$ cat config.mk
export PLATFORM = sky130hd
export DESIGN_NAME = i2s_rx
export DESIGN_NICKNAME = d
export VERILOG_FILES = /design/src/rtl/i2s_rx.sv
export SDC_FILE = /design/constraint.sdc
export NUM_CORES = 1
export LEC_CHECK = 0
export ABC_AREA = 1
export BUFFER_PORTS_ARGS = -buffer_cell sky130_fd_sc_hd__buf_2
export CORE_AREA = 4 4 92 94
export CTS_BUF_LIST = sky130_fd_sc_hd__clkbuf_16
export DETAILED_ROUTE_END_ITERATION = 8
export DIE_AREA = 0 0 96 98
export GPL_TIMING_DRIVEN = 0
export PLACE_DENSITY = 0.76
export SLEW_MARGIN = 20
export SYNTH_ARGS = -nofsm -noshare
export SYNTH_HDL_FRONTEND = slang
export SYNTH_SLANG_ARGS = --single-unit
$ cat constraint.sdc
create_clock -name clk -period 2.75 [get_ports clk]
set_input_delay 0.55 -clock clk [delete_from_list [all_inputs] [get_ports clk]]
set_output_delay 0.55 -clock clk [all_outputs]
set_load 0.01 [all_outputs]
$ cat src/rtl/i2s_rx.sv
// I2S receive deserialiser: oversamples BCK/LRCK in the clk domain, frames MSB-first
// left/right words and publishes each stereo pair on a valid/ack handshake.
// Optional I2S_RX_SYNC_EN adds a two-flop synchroniser on sclk, lrclk and sdata.
module i2s_rx #(
  parameter int unsigned AUDIO_DW = 16
) (
  input  logic                clk,
  input  logic                reset,
  input  logic                sclk,
  input  logic                lrclk,
  input  logic                sdata,
  input  logic                out_ack,
  output logic [AUDIO_DW-1:0] left_chan,
  output logic [AUDIO_DW-1:0] right_chan,
  output logic                out_valid,
  output logic                overrun,
  input  logic                overrun_clr
);

  localparam int unsigned CW = $clog2(AUDIO_DW + 1);

  typedef enum logic [1:0] {SYNC, LEFT, RIGHT} state_t;
  state_t state, state_nx;

  logic sclk_s, lrclk_s, sdata_s;

`ifdef I2S_RX_SYNC_EN
  logic [1:0] sclk_q, lrclk_q, sdata_q;

  always_ff @(posedge clk) begin
    if (reset) begin
      sclk_q  <= '1;
      lrclk_q <= '1;
      sdata_q <= '0;
    end else begin
      sclk_q  <= {sclk_q[0], sclk};
      lrclk_q <= {lrclk_q[0], lrclk};
      sdata_q <= {sdata_q[0], sdata};
    end
  end

  assign sclk_s  = sclk_q[1];
  assign lrclk_s = lrclk_q[1];
  assign sdata_s = sdata_q[1];
`else
  assign sclk_s  = sclk;
  assign lrclk_s = lrclk;
  assign sdata_s = sdata;
`endif

  logic                sclk_d;
  logic                lr_prev;
  logic                lr_seen;
  logic [AUDIO_DW-1:0] sh, sh_nx, word, left_hold;
  logic [CW-1:0]       cnt, cnt_nx;
  logic                rise, lr_fall, lr_rise;
  logic                commit_left, commit_pair, clear_word;

  // Word under assembly including the current rise's bit, and its MSB-aligned form.
  always_comb begin
    rise    = sclk_s & ~sclk_d;
    // lr_prev only means something once a rise has actually been observed since
    // reset; this keeps a reset mid-left-word from framing a truncated word.
    lr_fall = lr_seen & lr_prev & ~lrclk_s;
    lr_rise = lr_seen & ~lr_prev & lrclk_s;
    sh_nx   = sh;
    cnt_nx  = cnt;
    if (cnt < CW'(AUDIO_DW)) begin
      sh_nx  = {sh[AUDIO_DW-2:0], sdata_s};
      cnt_nx = cnt + 1'b1;
    end
    word = sh_nx << (CW'(AUDIO_DW) - cnt_nx);
  end

  always_ff @(posedge clk) begin
    if (reset) state <= SYNC;
    else       state <= state_nx;
  end

  always_comb begin
    state_nx    = state;
    commit_left = 1'b0;
    commit_pair = 1'b0;
    if (rise) begin
      case (state)
        SYNC:  if (lr_fall) state_nx = LEFT;
        LEFT:  if (lr_rise) begin
                 commit_left = 1'b1;
                 state_nx    = RIGHT;
               end
        RIGHT: if (lr_fall) begin
                 commit_pair = 1'b1;
                 state_nx    = LEFT;
               end
        default: state_nx = SYNC;
      endcase
    end
    clear_word = (state == SYNC) | commit_left | commit_pair;
  end

  always_ff @(posedge clk) begin
    if (reset) begin
      sclk_d     <= 1'b1;
      lr_prev    <= 1'b1;
      lr_seen    <= 1'b0;
      sh         <= '0;
      cnt        <= '0;
      left_hold  <= '0;
      left_chan  <= '0;
      right_chan <= '0;
      out_valid  <= 1'b0;
      overrun    <= 1'b0;
    end else begin
      sclk_d <= sclk_s;
      if (rise) begin
        lr_prev <= lrclk_s;
        lr_seen <= 1'b1;
        if (clear_word) begin
          sh  <= '0;
          cnt <= '0;
        end else begin
          sh  <= sh_nx;
          cnt <= cnt_nx;
        end
      end
      if (commit_left) left_hold <= word;
      if (commit_pair) begin
        left_chan  <= left_hold;
        right_chan <= word;
        out_valid  <= 1'b1;
      end else if (out_ack) begin
        out_valid <= 1'b0;
      end
      if (commit_pair && out_valid && !out_ack) overrun <= 1'b1;
      else if (overrun_clr)                     overrun <= 1'b0;
    end
  end

endmodule

# --- Word level (Yosys, flattened, before mapping) ---
# Cells that the tools add are included.
totals:
  wordCells: 54
  ff_bits: 76
classes:
  n_mux: 17
  n_eq_ne: 4
  n_lt_le_gt_ge: 1
  n_addsub: 2
  n_reduce_logical: 8
  shift: 1
  n_bitwise: 10
ops:
  columns: ["op", "count"]
  rows:
  - ["16-bit two-way mux", 2]
  - ["16-bit by 5-bit left shift with 16-bit output", 1]
  - ["1-bit two-way mux", 10]
  - ["5-bit two-way mux", 2]
  - ["5-bit by 1-bit adder with 5-bit output (second input constant)", 1]
  - ["1-bit bitwise AND", 5]
  - ["5-bit < comparator (second input constant)", 1]
  - ["5-bit subtractor (first input constant)", 1]
  - ["2-bit two-way mux", 2]
  - ["2-bit one-hot mux with 2 select lines", 1]
  - ["2-bit nonzero test", 2]
  - ["1-bit inverter", 3]
  - ["3-bit AND reduction", 1]
  - ["2-bit by 1-bit equality test with 1-bit output (second input constant)", 1]
  - ["2-bit equality test (second input constant)", 1]
  - ["1-bit logical AND", 2]
  - ["2-bit zero test", 1]
  - ["2-bit by 1-bit inequality test with 1-bit output (second input constant)", 1]
  - ["2-bit inequality test (second input constant)", 1]
  - ["1-bit bitwise OR", 2]
  - ["2-bit OR reduction", 1]
  - ["1-bit zero test", 1]

# --- Depth between registers and ports, before layout ---
depth:
  word_depth: 9
  depth_mapped: 17
  depth_no_buf: 15

# --- Least setup slack after synthesis ---
# No wires, ideal clock.
synth_timing:
  path_kind: "reg2reg"
  startpoint: "register cnt[0]"
  endpoint: "register left_hold[14]"
  t_required_ns: 2.641
  n_path_buf: 1
  synth_period_minus_slack_ns: 1.764
  arrival_time_ns: 1.655
  setup_time_ns: 0.109
  setup_slack_ns: 0.986
  path_stages_with_launch: 15
  path_cell_list: "dfxtp_1 > ha_1 > inv_1 > nand2_2 > nand2_2 > nand2_1 > nand2_2 > buf_6 > nand2_1 > nand3_1 > nand2_1 > nand2_1 > nand3_1 > nand2_1 > inv_1"
synth_between:
  elab_chain_cells: 4
  elab_cells_between_ends: 6
  cone_classes: "add/sub: 2; order compare: 1; shift: 1; mux: 2"
synth_lines:
  columns: ["item", "line", "text"]
  rows:
  - ["from (decl)", "55", "logic [CW-1:0] cnt, cnt_nx;"]
  - ["from (signal assigned)", "123", "cnt <= cnt_nx;"]
  - ["5-bit by 1-bit adder with 5-bit output or 5-bit < comparator (tied branches)", "70, 68", null]
  - ["5-bit two-way mux", "68", "if (cnt < CW'(AUDIO_DW)) begin"]
  - ["5-bit subtractor", "72", "word = sh_nx << (CW'(AUDIO_DW) - cnt_nx);"]
  - ["16-bit by 5-bit left shift with 16-bit output (*)", "72", null]
  - ["to (signal assigned)", "126", "if (commit_left) left_hold <= word;"]
  - ["to (decl)", "54", "logic [AUDIO_DW-1:0] sh, sh_nx, word, left_hold;"]
# Mark *: on every way between the ends. The rest lies on a longest branch, timed or not.
# A chain may end at the register's enable or synchronous reset.

# --- Final worst setup path ---
layout_timing:
  startpoint: "register cnt[0]"
  endpoint: "register right_chan[8]"
layout_between:
  elab_chain_cells: 4
  elab_cells_between_ends: 6
  cone_classes: "add/sub: 2; order compare: 1; shift: 1; mux: 2"
layout_lines:
  columns: ["item", "line", "text"]
  rows:
  - ["5-bit by 1-bit adder with 5-bit output or 5-bit < comparator (tied branches)", "70, 68", null]
  - ["5-bit two-way mux", "68", null]
  - ["5-bit subtractor", "72", null]
  - ["16-bit by 5-bit left shift with 16-bit output (*)", "72", null]
  - ["to (signal assigned)", "129", "right_chan <= word;"]
  - ["to (decl)", "14", "output logic [AUDIO_DW-1:0] right_chan,"]
# Marked as above.

==> out/qor.yml <==
clock_tree:
  cts_sinks: 76
  cts_buffer_depth: 2
  cts_tree: "built"
  cts_hold_buf: 0
  h-tree-depth: 3
  root_buffer: "clkbuf_16"
  worstSkewPairLatency_ns: 0.34
  post_cts_resized: 0
  post_cts_buffers: 0
  clkTransAtPathRegs_ns: 0.07
  cts_made_buffers: 9
route:
  drt-total-wl_um: 11200
  vias: 4256
  drt_iter0_markers: 324
  drtPass1Iterations: 5
  detail-route-antenna-nets: 0
  vias_per_cell: 5.36
  drc: 0
  post_drt_wl_per_cell_um: 14.1
sta:
  fin_worst_skew_ns: 0.00772
  layout_setup_ws_ns: 0.657
  slew_viol_final: 0
  period_share: 0.761
  finalHoldViolCount: 0
  setup-violations-final: 0
  max_freq_ghz: 0.478
  period_minus_slack_ns: 2.09
  final.setup.tns_ns: 0
  rsz0062_at_grt: "no"
  tightest_slew_ns: 0.575
  relSlewSlack: 0.617
worst_setup_path:
  cp_max_fo: 7
  crit_path_start: "cnt[0]$_SDFFE_PP0P_"
  r2r_slack_ns: 0.66
  critPathCaptureType: "flop"
  reg2reg_to: "right_chan[8]$_SDFFE_PP0P_"
  cp-start-kind: "flop"
  critPathRequiredTime_ns: 3.01
  crit_path_end: "right_chan[8]$_SDFFE_PP0P_"
  cp_data_arrival_time_ns: 2.36
  worstSetupPathType: "flop to flop"
  reg2reg_depth: 12
  r2r-start: "cnt[0]$_SDFFE_PP0P_"
grt:
  grt_pass1_vias: 3951
  grtUsageTotal: 0.248
  grt_overflow: 0
  antenna_found_initial: 0
  grt_pass1_wl_um: 18700
  grt_start_max_net_pins: 17
placement:
  gp_congestion: 0.965
  dp.final_hpwl_um: 8340
  numPortBuffers: 40
  dp_cells: 778
  dpl_worst_slack_ns: 0.403
final_layout:
  diodes: 0
  stdcell_count: 794
  area_growth_pct: 15.1
  layout_common_cells: "nand2_1, dfxtp_1, o21ai_0"
  drive_above_1_share: 0.152
  fill_cells: 747
  mostFrequentLayoutCell: "nand2_1"
  fin_util: 0.615
  layout.nets: 695
logic_synthesis:
  syn_area_sq_um: 4080
  yosys_warnings: 0
  synthCells: 636
  synth_nets: 644
  ys_seq_area_frac: 0.373
  synth_seq_cells: 76
  synthDistinctLibCells: 26
  syn_area_per_cell_sq_um: 6.42
floorplan:
  die_h_um: 98
  die_area_sq_um: 9410
  core_area_sq_um: 7650
  ios: 41
  fp.dieW_um: 96
  start_util: 0.534
  rows: 32
power_and_ir_drop:
  vdd_ir_drop_max_uv: 309
  p_int_uw: 1860
  clkPwrFrac: 0.444
  power_uw: 2640
  comb_power_share: 0.129
  sw_frac_of_total: 0.294
  p_leak_uw: 0.00231
  seqPwrFrac: 0.427
  switchingPower_uw: 776
  p_per_area_nw_per_um2: 561
status:
  status: "finished clean"
run:
  maxCapViolations: 0
hold_path:
  hold_path_class: "input port to flop"
  hold-path-cell-count: 2
[metal layers]
layer  global-route usage  up-vias  wire length [um]  part of all wire
met5                    0        -                 0                 0
met4               0.0952        0               242             0.022
met3               0.0347       18               657             0.059
met2                0.407      126              5400              0.48
met1                0.325     1964              4910              0.44
li1                     -     2148                 -                 -
[sequential cells by signal, indices dropped and copies added, names as in the netlist]
signal and flops:
left_chan 16, left_hold 16, right_chan 16, sh 16, cnt 5, state 2
lr_prev 1, lr_seen 1, out_valid 1, overrun 1, sclk_d 1
[synth_stat cells, drive strengths merged]
library cell  instances  share of area
nand2               230           0.23
dfxtp                76           0.37
o21ai                67          0.083
a21oi                59          0.072
nor2                 56          0.061
inv                  46          0.043
nand3                45          0.060
clkbuf               21          0.019
buf                  16          0.032
nor3                 13          0.017
nand4                 4         0.0061
ha                    1         0.0031
o211ai                1         0.0018
or2                   1         0.0015
[how the worst min path moves through the flow]
| stage | from | end | slack [ns] |
|---|---|---|---|
| 4_1_cts | sclk | sclk_d$_SDFF_PP1_ | 0.41 |
| 3_5_place_dp | overrun$_SDFFE_PP0P_ | overrun$_SDFFE_PP0P_ | 0.46 |
| 3_3_place_gp | left_hold[15]$_SDFFE_PP0P_ | left_chan[15]$_SDFFE_PP0P_ | 0.45 |
| 6_report | sclk | sclk_d$_SDFF_PP1_ | 0.41 |
| 2_1_floorplan | left_hold[14]$_SDFFE_PP0P_ | left_chan[14]$_SDFFE_PP0P_ | 0.43 |
| 5_1_grt | sclk | sclk_d$_SDFF_PP1_ | 0.42 |
[metrics by stage]
step | cell area, sq um | hold WS, ns
floorplan | 4080 | 0.430
global placement | 4410 | 0.449
detailed placement | 4410 | 0.458
CTS | 4700 | 0.411
global route | 4700 | 0.416
finish | 4700 | 0.409
[cell type report]
cell class / instances / area [sq um] / area share
clock inverter: 7 / 65.1 / 0.0138
sequential: 76 / 1520 / 0.324
timing repair buffer: 40 / 200 / 0.0426
buffer: 37 / 208 / 0.0442
multi-input combinational: 477 / 2180 / 0.463
tap: 102 / 128 / 0.0271
clock buffer: 9 / 225 / 0.0479
inverter: 46 / 175 / 0.0373
[power groups by stage]
stage                     Sequential, uW  Clock [uW]  Combinational [uW]
after floorplan                     1150           0                 262
after global placement              1150           0                 332
after detailed placement            1150           0                 335
after CTS                           1130        1180                 337
after global routing                1130        1230                 383
final                               1130        1170                 341
[critical path: stages, from the launching register on]
cell and delay, ns:
dfxtp_1 0.46, ha_1 0.32, inv_1 0.08, nand2_2 0.05, nand2_2 0.10, nand2_4 0.08
nor2_4 0.14, nand2_2 0.08, nand2_1 0.22, nor2_1 0.07, nor2_1 0.13, nand2_1 0.13
a21oi_1 0.16
[cells by family after synthesis]
logic type                 share of synthesized area
DFF                                            0.373
adders and majority gates                    0.00306
AOI/OAI and AO/OA                              0.157
buffers and inverters                         0.0938
and+or+nand+nor                                0.373
Power figures use the tool's default switching activity.
